### config.mk
export PLATFORM = sky130hd
export DESIGN_NAME = gbar_responder
export DESIGN_NICKNAME = d
export VERILOG_FILES = /design/src/rtl/gbar_responder.sv
export SDC_FILE = /design/constraint.sdc
export NUM_CORES = 1
export LEC_CHECK = 0
export BUFFER_PORTS_ARGS = -buffer_cell sky130_fd_sc_hd__buf_2
export CAP_MARGIN = 20
export CELL_PAD_IN_SITES_DETAIL_PLACEMENT = 0
export CELL_PAD_IN_SITES_GLOBAL_PLACEMENT = 1
export CORE_UTILIZATION = 49
export CTS_BUF_LIST = sky130_fd_sc_hd__clkbuf_4 sky130_fd_sc_hd__clkbuf_8
export CTS_CLUSTER_DIAMETER = 30
export DETAILED_ROUTE_END_ITERATION = 10
export MAX_ROUTING_LAYER = met4
export PLACE_DENSITY_LB_ADDON = 0.3
export SYNTH_ARGS = -nofsm -noshare
export SYNTH_HDL_FRONTEND = slang
export SYNTH_SLANG_ARGS = --single-unit
export TNS_END_PERCENT = 20
### constraint.sdc
create_clock -name clk -period 2.45 [get_ports clk]
set_input_delay 0.3675 -clock clk [delete_from_list [all_inputs] [get_ports clk]]
set_output_delay 0.3675 -clock clk [all_outputs]
set_load 0.05 [all_outputs]
### src/rtl/gbar_responder.sv
// Global-barrier responder. It counts arrivals per barrier ID and broadcasts a
// one-cycle release pulse when the last expected core arrives.

module gbar_slot #(
    parameter int NUM_CORES = 4,
    parameter int NC_WIDTH  = 2
) (
    input  logic                clk,
    input  logic                reset,
    input  logic                hit,
    input  logic [NC_WIDTH-1:0] size_m1,
    input  logic [NC_WIDTH-1:0] core_id,
    output logic                rel,
    output logic                err,
    output logic                active
);
    logic [NUM_CORES-1:0] mask;
    logic [NUM_CORES-1:0] core_bit;
    logic [NC_WIDTH:0]    cnt;
    logic [NC_WIDTH-1:0]  size;
    logic                 dup;
    logic                 last;

    assign core_bit = NUM_CORES'(1) << core_id;
    assign active   = (cnt != '0);
    assign dup      = active && |(mask & core_bit);
    // The latched size is authoritative; a mismatching request is only flagged.
    assign last     = active && !dup && (cnt == {1'b0, size});
    assign rel      = hit && (active ? last : (size_m1 == '0));
    assign err      = hit && active && (dup || (size_m1 != size));

    always_ff @(posedge clk or negedge reset) begin
        if (!reset) begin
            mask <= '0;
            cnt  <= '0;
            size <= '0;
        end else if (hit) begin
            if (!active) begin
                if (size_m1 != '0) begin
                    size <= size_m1;
                    mask <= core_bit;
                    cnt  <= (NC_WIDTH+1)'(1);
                end
            end else if (!dup) begin
                if (last) begin
                    mask <= '0;
                    cnt  <= '0;
                end else begin
                    mask <= mask | core_bit;
                    cnt  <= cnt + 1'b1;
                end
            end
        end
    end
endmodule

module gbar_responder #(
    parameter int NUM_BARRIERS = 4,
    parameter int NUM_CORES    = 4,
    parameter int NB_WIDTH     = (NUM_BARRIERS > 1) ? $clog2(NUM_BARRIERS) : 1,
    parameter int NC_WIDTH     = (NUM_CORES > 1) ? $clog2(NUM_CORES) : 1
) (
    input  logic                clk,
    input  logic                reset,
    input  logic                req_valid,
    input  logic [NB_WIDTH-1:0] req_id,
    input  logic [NC_WIDTH-1:0] req_size_m1,
    input  logic [NC_WIDTH-1:0] req_core_id,
    output logic                req_ready,
    output logic                rsp_valid,
    output logic [NB_WIDTH-1:0] rsp_id,
    output logic                busy,
    output logic                err_dup
);
    logic                    accept;
    logic [NUM_BARRIERS-1:0] hit;
    logic [NUM_BARRIERS-1:0] rel;
    logic [NUM_BARRIERS-1:0] err;
    logic [NUM_BARRIERS-1:0] act;

    assign accept = req_valid && req_ready;

    for (genvar b = 0; b < NUM_BARRIERS; b++) begin : g_slot
        assign hit[b] = accept && (req_id == NB_WIDTH'(b));
        gbar_slot #(
            .NUM_CORES (NUM_CORES),
            .NC_WIDTH  (NC_WIDTH)
        ) u_slot (
            .clk     (clk),
            .reset   (reset),
            .hit     (hit[b]),
            .size_m1 (req_size_m1),
            .core_id (req_core_id),
            .rel     (rel[b]),
            .err     (err[b]),
            .active  (act[b])
        );
    end

    // An accepted request that hits no slot carries an out-of-range ID.
    always_ff @(posedge clk or negedge reset) begin
        if (!reset) begin
            req_ready <= 1'b0;
            rsp_valid <= 1'b0;
            rsp_id    <= '0;
            busy      <= 1'b0;
            err_dup   <= 1'b0;
        end else begin
            req_ready <= 1'b1;
            rsp_valid <= |rel;
            if (|rel) rsp_id <= req_id;
            busy      <= |act;
            if (accept && (~|hit || |err)) err_dup <= 1'b1;
        end
    end
endmodule

## After elaboration in Yosys (flattened, before gate mapping)

Cells that the tools add are included.

- Bits in registers: 42
- Bits of input ports: 9
- Output and inout port bits: 6

- Add/subtract/negate cells: 4
- Eq/ne operators: 15
- Shift-type cells: 1
- Mux-type cells: 30
- Bitwise logic cells: 12
- Reduce and logical (&&, ||, !) cells: 67

Operator list:

| kind | count |
|---|---|
| two-way mux 4 bit | 13 |
| two-way mux 3 bit | 13 |
| OR reduction 4 bit | 8 |
| logical AND 1 bit | 30 |
| AND reduction 3 bit | 8 |
| bitwise AND 4 bit | 4 |
| OR 4 bit | 4 |
| adder 3 x 1 -> 3 bit (second input constant) | 4 |
| == test 3 x 2 -> 1 bit | 4 |
| nonzero test 3 bit | 4 |
| nonzero test 2 bit | 5 |
| != test 2 bit | 4 |
| != test 2 bit (second input constant) | 4 |
| zero test 1 bit | 5 |
| logical OR 1 bit | 5 |
| == test 2 bit (second input constant) | 2 |
| zero test 2 bit | 2 |
| two-way mux 1 bit | 4 |
| inverter 1 bit | 4 |
| left shift 1 x 2 -> 4 bit (first input constant) | 1 |
| == test 2 x 1 -> 1 bit (second input constant) | 1 |

## Longest topological paths before layout

Gate-level depths: netlist (run 1).

- Depth in word-level cells: 10
- Gate-level depth with buffers: 8
- Gate-level depth less buffers: 7

## Modules after synthesis

A second synthesis (run 1) with hierarchy kept.

- Cell total of the unflattened synthesis: 233
- Area total of the unflattened synthesis: 2,524.9 sq um

By module, submodules not included:

| module | instances | cells each | area an instance (sq um) | sequential area each (sq um) |
|---|---|---|---|---|
| gbar_slot | 4 | 53 | 568.0 | 225.2 |
| gbar_responder | 1 | 21 | 252.7 | 150.1 |

## Worst setup path before layout (run 1)

Ideal clock, no wire load.

- Path kind: in2reg
- Start: in req_core_id[0]
- End: reg rsp_id[0]
- Library setup time: 0.127 ns
- Data arrival time: 1.897 ns
- Data required time: 2.323 ns
- Slack: 0.426 ns
- Cell stages on the path: 6
- Buffers on the path: 1
- Path through: buf_6 mux4_2 nor4_4 nand2_2 nand4_2 mux2_1

- Cells in the longest elaborated chain, start to end: 10
- Elaborated cells between the ends (all ways): 34

Ends and longest elaborated chain:

| item | RTL line | source |
|---|---|---|
| start: declaration | 68 | `input logic [NC_WIDTH-1:0] req_core_id,` |
| left shift 1 x 2 -> 4 bit (*) | 24 | `assign core_bit = NUM_CORES'(1) << core_id;` |
| bitwise AND 4 bit | 26 | `assign dup = active && \|(mask & core_bit);` |
| OR reduction 4 bit | 26 |  |
| logical AND 1 bit | 26 |  |
| zero test 1 bit | 28 | `assign last = active && !dup && (cnt == {1'b0, size});` |
| logical AND 1 bit (2 in a row) | 28 |  |
| two-way mux 1 bit | 29 | `assign rel = hit && (active ? last : (size_m1 == '0));` |
| logical AND 1 bit | 29 |  |
| OR reduction 4 bit (*) | 111 | `if (\|rel) rsp_id <= req_id;` |
| end signal: assignment | 111 |  |
| end: declaration | 71 | `output logic [NB_WIDTH-1:0] rsp_id,` |

Mark *: on every way between the ends. The rest lies on a longest branch, timed or not.
A chain may end at the register's enable or synchronous reset.

## Final worst setup path (run 1)

- Start: reg g_slot[2].u_slot.mask[3]
- End: reg rsp_id[0]

- Cells in the longest elaborated chain, start to end: 9

Ends and longest elaborated chain:

| item | RTL line | source |
|---|---|---|
| start: declaration | 17 | `logic [NUM_CORES-1:0] mask;` |
| start signal: assignment | 41 | `mask <= core_bit;` |
| start signal: assignment | 49 | `mask <= mask \| core_bit;` |
| bitwise AND 4 bit | 26 |  |
| OR reduction 4 bit | 26 |  |
| logical AND 1 bit | 26 |  |
| zero test 1 bit | 28 |  |
| logical AND 1 bit (2 in a row) | 28 |  |
| two-way mux 1 bit | 29 |  |
| logical AND 1 bit | 29 |  |
| OR reduction 4 bit | 111 |  |

No other way between the ends.

==> results of run 1 <==
[cell usage after synthesis (2+ instances only)]
cell type	number
dfrtp_1	42
nand2_1	39
o21ai_0	27
nor2_1	21
xor2_1	18
inv_1	10
a22o_1	8
clkbuf_1	8
ha_1	8
nand2b_1	8
nor3_1	6
mux4_2	4
o311ai_0	4
mux2i_1	3
nand3_1	3
or2_2	3
a211oi_1	2
a21oi_1	2
a22oi_1	2
nor2b_1	2
nor4b_1	2
o31ai_1	2
[placed cells by master (no fill, tap or decap), drive strengths merged, types with 5 or more instances in the layout]
cell type,count
ha,8
xor2,18
buf,16
o21ai,27
nand2,40
nand2b,8
a22o,8
nor2,21
clkbuf,5
inv,10
nor3,6
dfrtp,42
[through the flow]
stage / area, µm² / instances / hold WS (ns)
finish: 2700 / 334 / 0.194
global route: 2700 / 334 / 0.280
CTS: 2700 / 334 / 0.240
detailed placement: 2560 / 326 / 0.469
global placement: 2560 / 326 / 0.458
floorplan: 2430 / 252 / 0.0719
[routing by layer]
layer	global-route usage (%)	wire length (µm)	vias up
met1	30.2	2510	895
li1	-	-	921
met4	7.41	74	0
met2	33.2	2260	24
met5	-	0	-
met3	4.17	121	10
[where the power goes]
group          total, mW  switching, mW  internal [mW]
Combinational       1.28          0.750          0.529
Clock              0.655          0.247          0.408
Sequential          1.23          0.251          0.978
[flip-flops by register name, indices dropped and copies added, names as in the netlist]
register	count
rsp_id	2
busy	1
req_ready	1
g_slot.u_slot.mask	16
g_slot.u_slot.cnt	12
g_slot.u_slot.size	8
err_dup	1
rsp_valid	1
[worst paths after layout]
check	slack (ns)	startpoint	cells after the start	end
min reg2reg	0.48	g_slot[3].u_slot.mask[2]$_DFFE_PN0P_	2	g_slot[3].u_slot.mask[2]$_DFFE_PN0P_
max in group asynchronous	1.68	reset	1	g_slot[1].u_slot.mask[0]$_DFFE_PN0P_
min	0.19	reset	1	busy$_DFF_PN0_
max reg2reg	0.41	g_slot[2].u_slot.mask[3]$_DFFE_PN0P_	5	rsp_id[0]$_DFFE_PN0P_
min in group clk	0.39	req_id[1]	2	g_slot[1].u_slot.cnt[0]$_DFFE_PN0P_
max	0.41	g_slot[2].u_slot.mask[3]$_DFFE_PN0P_	5	rsp_id[0]$_DFFE_PN0P_
[layout make-up]
class / instances / share of cell area, %
clock buffer: 5 / 2.55
multi-input combinational: 191 / 48.3
inverter: 10 / 1.39
tap: 67 / 3.10
clock inverter: 3 / 2.55
sequential: 42 / 38.9
timing repair buffer: 16 / 3.15
[cells by family (layout without fill, tap and decap cells)]
family | Yosys count | after routing | share of synthesized area [%]
buffers and inverters | 19 | 34 | 3.24
AOI/OAI and AO/OA | 56 | 56 | 15.2
and+or+nand+nor | 99 | 99 | 21.8
xor gates and xnor gates | 18 | 18 | 6.47
adders and majority gates | 8 | 8 | 4.11
DFF | 42 | 42 | 43.2
muxes | 9 | 9 | 5.86
other | 1 | 1 | 0.154
==> reports/results.txt, run 1 <==
Status -> finished clean
Worst setup SP type -> flop
WP data arrival -> 2.22 ns
Fmax -> 491 MHz
GP Congestion -> 0.834
Critical path class -> reg -> reg
Footprint of the multi-input gates -> 1310 µm²
Crit path buf inv count -> 0
Hold Vio Cnt, Final -> 0
Pin count of the biggest net entering global routing -> 43
Rows -> 25
Share of flip-flops with an asynchronous set or reset -> 100%
Worst Clk Skew -> 0.00898 ns
Yosys reg bits -> 42
Worst Path Max Fanout -> 5
Slew Limit Fails -> 0
Layout Utilization -> 56.8%
Share of cells above drive strength 1 -> 14.2%
Largest stage delay on the critical path -> 0.56 ns
Die Height -> 72.5 µm
GRT Util Overall -> 22.1%
Post-detail-place hpwl -> 3670 µm
Vias after detailed routing -> 1850
Total power -> 3.16 mW
Ys Warns -> 0
Post-synth top area cell -> dfrtp_1
Clock sinks -> 42
RSZ-0062 raised after global routing -> no
Critical Path End Type -> flop
Core Region -> 4750 µm²
Synthesized area -> 2430 µm²
Filler instances -> 452
Die width -> 72.5 µm
Drt total wl -> 4960 µm
Later-pin clock latency in the skew report -> 0.30 ns
Initial core utilization -> 51.2%
Antenna-violating nets left -> 0
Num CTS Buffers -> 5
Area delta synth->final -> 10.9%
Vias in the first global route -> 1747
Hold Buf Count CTS -> 0
Count of input and output buffers -> 14
Post_cts resized -> 0
DRT iter0 DRCs -> 89
Post-Route Setup TNS -> 0 ns
Final period utilization -> 83.1%
First-pass GRT wire length -> 8470 µm
Synth Flop Type -> dfrtp_1
Cell leakage power -> 1.20 nW
DR DRC count -> 0
VDD IR max -> 0.575 mV
CTS tree -> done
Antenna diode count -> 0
Final min period -> 2.04 ns
Syn Nets -> 269
Worst Hold Class -> in -> async
Slew HR -> 39.2%
Max cap viols -> 0
Critical path's slowest cell -> mux4_2
Initial antenna violation count -> 0
Least-Margin Pin Slew -> 0.912 ns
First-pass DRT Iterations -> 4
CP Cell Sequence -> mux4_2 > nor4b_4 > a22oi_1 > nand4_2 > mux2_1
Number of flops mapped to enable cells by yosys -> 0
Total die area -> 5250 µm²
Register Area -> 1050 µm²
Part of the Yosys area used for sequential elements -> 43.2%
Post-layout worst setup margin -> 0.414 ns
Vias per Instance -> 5.54
Top post-synthesis cells by area -> dfrtp_1 43%, xor2_1 6.5%, nand2_1 6.0%
WL/cell -> 14.9 µm
Syn avg cell area -> 9.66 µm²
Post-synth cell types -> 50
I/O pins -> 15
Max H-tree Level -> 2
Setup Buffers After CTS -> 0
Worst slack, placed -> 0.176 ns
CTS max path bufs -> 2
NumNets Final -> 283
Cell count after synthesis -> 252
Top-area cell type share of the netlist area -> 43.2%
Clock-pin slew on the worst setup and hold paths -> 0.09 ns
# setup viols final -> 0
Clock Tree Root -> clkbuf_8
Worst path required time -> 2.63 ns
GRT overflow -> 0
Top cell family by delay on the critical path -> multiplexers
Power Density -> 1170 nW/µm²
Note: power is estimated with default switching activity, not from simulation.
==> run 2, diff against run 1 <==
- CORE_UTILIZATION: 49 -> 44
- clock period: 2.45 -> 1.7 ns (I/O delays scaled with it)
==> run 2 against run 1 <==
The run now ends with negative setup slack left. Fmax grew 9.9%. Global-route usage is 0.30 points lower. Critical path depth stayed put. Design area is 22% higher. Wire length rose by 19%. Count of clock-buffer cells in the layout stayed put. Power grew 76%. Final cell count up 19%. Die area rose by 11%. Worst hold slack worse by 0.18 ns. Highest routed layer unchanged.
==> reports/results.txt, run 2 (synthesis results as in run 1) <==
Clock Tree Root -> clkbuf_8
Max H-tree Level -> 2
Vias per Instance -> 5.40
Worst path required time -> 1.89 ns
Flop2flop setup slack -> -0.15 ns
R2r endpoint -> rsp_id[0]$_DFFE_PN0P_
VDD IR max -> 0.844 mV
# setup viols final -> 14
Design Area, Final -> 3280 µm²
Fmax -> 540 MHz
Later-pin clock latency in the skew report -> 0.30 ns
Register Area -> 1050 µm²
CP Capture Point -> rsp_id[0]$_DFFE_PN0P_
Most frequent cells in the layout -> 58 x buf_4, 41 x dfrtp_1, 37 x nand2_1, 20 x nor2_1, 18 x xor2_1
First-pass GRT wire length -> 9670 µm
Final period utilization -> 109%
Antenna diode count -> 0
RSZ-0062 raised after global routing -> yes
Cell leakage power -> 1.50 nW
GRT Util Overall -> 21.8%
Drt total wl -> 5920 µm
Max FFs per register -> 16
Footprint of the multi-input gates -> 1470 µm²
Core Region -> 5200 µm²
WL/cell -> 15.0 µm
Worst setup SP type -> flop
Max cap viols -> 0
Rows -> 26
Slew HR -> 63.8%
I/O pins -> 15
Clock sinks -> 42
DRT iter0 DRCs -> 103
Hold Worst Slack -> 0.0135 ns
Failing checks -> negative setup slack
GP Congestion -> 0.876
Filler instances -> 453
NumNets Final -> 342
Post-place instance area -> 2970 µm²
Commonest non-fill, non-tap cell in the layout -> buf_4
Worst Reg-to-Reg Cells -> 5
Worst slack, placed -> -0.337 ns
Crit path launch -> g_slot[0].u_slot.mask[3]$_DFFE_PN0P_
Pin count of the biggest net entering global routing -> 43
Critical Path End Type -> flop
Layout Utilization -> 63.1%
CTS tree -> done
Worst Clk Skew -> 0.00733 ns
WP data arrival -> 2.04 ns
CTS max path bufs -> 2
Share of cells above drive strength 1 -> 38.7%
Die width -> 76.4 µm
Reg with most FFs -> g_slot.u_slot.mask
Num CTS Buffers -> 5
Clock-pin slew on the worst setup and hold paths -> 0.09 ns
Power Density -> 1700 nW/µm²
Antenna-violating nets left -> 0
Die Height -> 76.4 µm
First-pass DRT Iterations -> 4
Worst Path Max Fanout -> 4
Slew Limit Fails -> 0
Vias in the first global route -> 1986
Least-Margin Pin Slew -> 0.542 ns
Vias after detailed routing -> 2137
Worst Hold Class -> in -> async
Area delta synth->final -> 34.8%
Final min period -> 1.85 ns
Hold Vio Cnt, Final -> 0
Post-layout worst setup margin -> -0.152 ns
Total die area -> 5840 µm²
Initial core utilization -> 46.8%
Initial antenna violation count -> 0
Post-detail-place hpwl -> 4360 µm
R2r startpoint -> g_slot[0].u_slot.mask[3]$_DFFE_PN0P_
Count of input and output buffers -> 14
GRT overflow -> 0
Critical path class -> reg -> reg
DR DRC count -> 0
Status -> complete, but fails checks
Largest regs -> g_slot.u_slot.mask x16, g_slot.u_slot.cnt x12, g_slot.u_slot.size x8
run 2: cell count changes in the layout (fill, tap and decap cells not counted), sizes merged:
cell      before  now
buf           16   75
bufinv         2    0
clkinvlp       0    1
inv           10   11
run 2: worst max-delay path, cell delays in order, from the launching register on:
cell     delay, ns
dfrtp_1       0.38
mux4_2        0.56
nor4_4        0.25
nand2_1       0.12
nand4_2       0.12
mux2_4        0.30
run 2: per-layer routing:
layer  vias to the layer above  share of wire [%]  track usage [%]
li1                       1046                  -                -
met1                      1037                 49             29.5
met2                        45                 46             33.1
met3                         9                3.2             4.19
met4                         0                1.4             6.92
met5                         -                  0                -
run 2: worst min path at each step:
stage,startpoint,end,slack [ns],depth (start not counted)
3_5_place_dp,reset,g_slot[1].u_slot.cnt[0]$_DFFE_PN0P_,0.36,2
3_3_place_gp,reset,g_slot[1].u_slot.cnt[0]$_DFFE_PN0P_,0.36,2
5_1_grt,reset,g_slot[1].u_slot.cnt[0]$_DFFE_PN0P_,0.07,2
6_report,reset,g_slot[1].u_slot.cnt[0]$_DFFE_PN0P_,0.01,2
2_1_floorplan,reset,busy$_DFF_PN0_,-0.04,0
4_1_cts,reset,g_slot[1].u_slot.cnt[0]$_DFFE_PN0P_,0.03,2
run 2: per-stage QoR:
step / power, mW / instances / TNS, ns
finish: 5.58 / 396 / -0.440
global route: 5.98 / 396 / -2.35
CTS: 5.20 / 387 / -0.825
detailed placement: 4.42 / 378 / -6.66
global placement: 4.37 / 378 / -6.40
floorplan: 3.31 / 252 / -0.220
run 2: cell type report:
| type | count | share of cell area (%) |
|---|---|---|
| timing repair buffer | 75 | 16.4 |
| clock inverter | 3 | 0.762 |
| inverter | 10 | 1.14 |
| multi-input combinational | 191 | 44.9 |
| sequential | 42 | 32.1 |
| clock buffer | 5 | 2.10 |
| tap | 70 | 2.67 |
run 2: report_power, final:
part | internal [mW] | switching, mW
clock network | 0.297 | 0.387
registers | 1.41 | 0.295
logic | 1.64 | 1.55
run 2: what timing repair did:
action,in CTS,in global routing
cloned,0,0
setup endpoints to repair,25,35
resized for setup,12,40
pin swaps,5,16
hold buffers,0,0
buffers inserted,1,9
==> run 3, diff against run 2 <==
- CORE_UTILIZATION: 44 -> 46
- SYNTH_HIERARCHICAL: not set -> 1
==> run 3 against run 2 <==
The flow still finishes with violations (negative setup slack). Area after synthesis is 3.7% higher. Sequential power is 4% higher. Worst hold slack better by 0.27 ns. Fmax is 5.2% lower. Power is 13% higher. Wire length is 2.2% higher. Critical path type unchanged. Critical endpoint is now g_slot[3].u_slot/mask[0]$_DFFE_PN0P_. Largest cell class unchanged.
==> reports/results.txt, run 3 <==
Count of input and output buffers -> 14
Largest regs -> g_slot.u_slot/mask x16, g_slot.u_slot/cnt x12, g_slot.u_slot/size x8
Worst setup SP type -> flop
DR DRC count -> 0
Yosys reg bits -> 42
VDD IR max -> 0.927 mV
CTS tree -> done
Syn avg cell area -> 10.8 µm²
Total die area -> 5790 µm²
Antenna diode count -> 0
Synth Area in Simple Gates -> 20.7%
Number of flops mapped to enable cells by yosys -> 0
Slew Limit Fails -> 0
# setup viols final -> 31
Synthesized area -> 2520 µm²
Share of cells above drive strength 1 -> 55.6%
Power Density -> 1780 nW/µm²
Clock-pin slew on the worst setup and hold paths -> 0.08 ns
Post-Route Setup TNS -> -5.42 ns
Flop2flop setup slack -> -0.25 ns
Commonest non-fill, non-tap cell in the layout -> buf_4
Antenna-violating nets left -> 0
Core Region -> 5200 µm²
GRT Util Overall -> 23.7%
Synth Area in Compound Gates -> 12.6%
NumNets Final -> 345
Final period utilization -> 115%
Cell count after synthesis -> 233
Top-area cell type share of the netlist area -> 41.6%
Share of flip-flops with an asynchronous set or reset -> 100%
Worst Path Max Fanout -> 5
Status -> complete, but fails checks
First-pass DRT Iterations -> 4
Xor/xnor share of the synthesized area -> 5.55%
Max cap viols -> 0
Most frequent cell after synthesis -> dfrtp_1
Reg with most FFs -> g_slot.u_slot/mask
Vias after detailed routing -> 2165
Failing checks -> negative setup slack
Synth top cells by count -> 42 x dfrtp_1, 26 x inv_1, 21 x nand2_1
Hold Vio Cnt, Final -> 0
Initial core utilization -> 48.5%
Worst Hold Class -> in -> reg
Vias in the first global route -> 2193
Initial antenna violation count -> 0
Die width -> 76.1 µm
WP data arrival -> 2.14 ns
GP Congestion -> 0.841
Post-detail-place hpwl -> 4580 µm
Syn Nets -> 250
Worst Clk Skew -> 0.00521 ns
Die Height -> 76.1 µm
I/O pins -> 15
GRT overflow -> 0
Pin count of the biggest net entering global routing -> 25
Rows -> 26
Num CTS Buffers -> 5
Total power -> 6.30 mW
Fmax -> 512 MHz
Synth Flop Type -> dfrtp_1
Later-pin clock latency in the skew report -> 0.29 ns
Post-synth cell types -> 23
WL/cell -> 15.2 µm
Ys Warns -> 6
Main combinational cell family by area after synthesis -> simple AND/OR/NAND/NOR gates
Critical Path End Type -> flop
Part of the Yosys area used for sequential elements -> 41.6%
Max H-tree Level -> 2
Clock Tree Root -> clkbuf_8
Cell leakage power -> 1.75 nW
Top post-synthesis cells by area -> dfrtp_1 42%, a32o_2 8.9%, mux2_2 8.0%
Max FFs per register -> 16
Vias per Instance -> 5.43
Post-synth top area cell -> dfrtp_1
Final min period -> 1.95 ns
Drt total wl -> 6050 µm
Critical path class -> reg -> reg
CTS max path bufs -> 2
Clock sinks -> 42
Worst path required time -> 1.89 ns
First-pass GRT wire length -> 10500 µm
Most frequent cells in the layout -> 72 x buf_4, 41 x dfrtp_1, 21 x nand2_1, 20 x inv_1, 20 x a32o_2
DRT iter0 DRCs -> 106
Post-synthesis mux area share -> 11.6%
Post-layout worst setup margin -> -0.253 ns
Post-Synth Adder-Cell Area -> 3.96%
Area delta synth->final -> 40.6%
RSZ-0062 raised after global routing -> yes
-- run 3: changes by cell type in the layout (fill, tap and decap cells not counted), moves of 13 or more --
cell	change
a32o_2	+20
buf_4	+14
mux2_2	+14
nand2_1	-16
nand3_1	+14
o21ai_0	-13
-- run 3: routing by layer --
metal  share of wire [%]  wire length, µm  GRT usage (%)  vias up
li1                    -                -              -     1046
met1                  48             2930           32.9     1058
met3                 3.8              227           2.87        7
met2                  47             2830           36.1       54
met5                   0                0              -        -
met4                 1.2               74           7.69        0
-- run 3: per-stage QoR --
step | instance area, µm² | utilization, % | hold WS [ns] | setup slack, ns | instances
after floorplan | 2590 | - | -0.0406 | -0.183 | 233
after global placement | 3280 | 63.0 | 0.224 | -0.436 | 386
after detailed placement | 3280 | 63.0 | 0.223 | -0.466 | 386
after CTS | 3470 | 66.7 | 0.278 | -0.247 | 399
after global routing | 3550 | 68.2 | 0.291 | -0.305 | 399
final | 3550 | 68.2 | 0.284 | -0.253 | 399
-- run 3: report_power, final --
| group | internal (mW) | switching [mW] | total, mW |
|---|---|---|---|
| Sequential | 1.44 | 0.321 | 1.76 |
| Combinational | 2.06 | 1.80 | 3.86 |
| Clock | 0.344 | 0.341 | 0.685 |
-- run 3: worst paths after layout --
kind                                                      start                                   end  depth (start not counted)
min                                                   req_id[1]                 rsp_id[1]$_DFFE_PN0P_                          2
min in group asynchronous                                 reset   g_slot[2].u_slot/cnt[0]$_DFFE_PN0P_                          2
min reg2reg                                 err_dup$_DFFE_PN0P_                   err_dup$_DFFE_PN0P_                          1
max in group asynchronous                                 reset                   req_ready$_DFF_PN0_                          3
max reg2reg                g_slot[3].u_slot/mask[2]$_DFFE_PN0P_  g_slot[3].u_slot/mask[0]$_DFFE_PN0P_                          5
max                        g_slot[3].u_slot/mask[2]$_DFFE_PN0P_  g_slot[3].u_slot/mask[0]$_DFFE_PN0P_                          5
-- run 3: timing repair --
item | CTS | global route
endpoints found under the hold margin | 18 | 0
hold buffers | 1 | 0
cloned | 0 | 0
setup endpoints to repair | 31 | 33
resized for setup | 11 | 18
setup buffers | 4 | 0
pin swaps | 16 | 5
-- run 3: layout make-up --
cell class | count | area [µm²]
Fill cell | 419 | 1660
Multi-Input combinational cell | 165 | 1580
Sequential cell | 42 | 1050
Timing Repair Buffer | 88 | 641
Inverter | 26 | 97.6
Clock buffer | 7 | 90.1
Tap cell | 70 | 87.6
Clock inverter | 1 | 5.00
-- run 3: kinds of logic after synthesis --
kind of cell	Yosys count
other cells	1
simple gates	85
mux	22
compound gates	33
xor+xnor	16
flops	42
fa+ha+maj	8
buf+inv	26
-- run 3: critical path, cell delays in order (launching register included) --
cell	delay, ns
dfrtp_1	0.41
mux4_2	0.52
nor4_4	0.28
buf_4	0.16
and3b_4	0.21
a32o_2	0.26
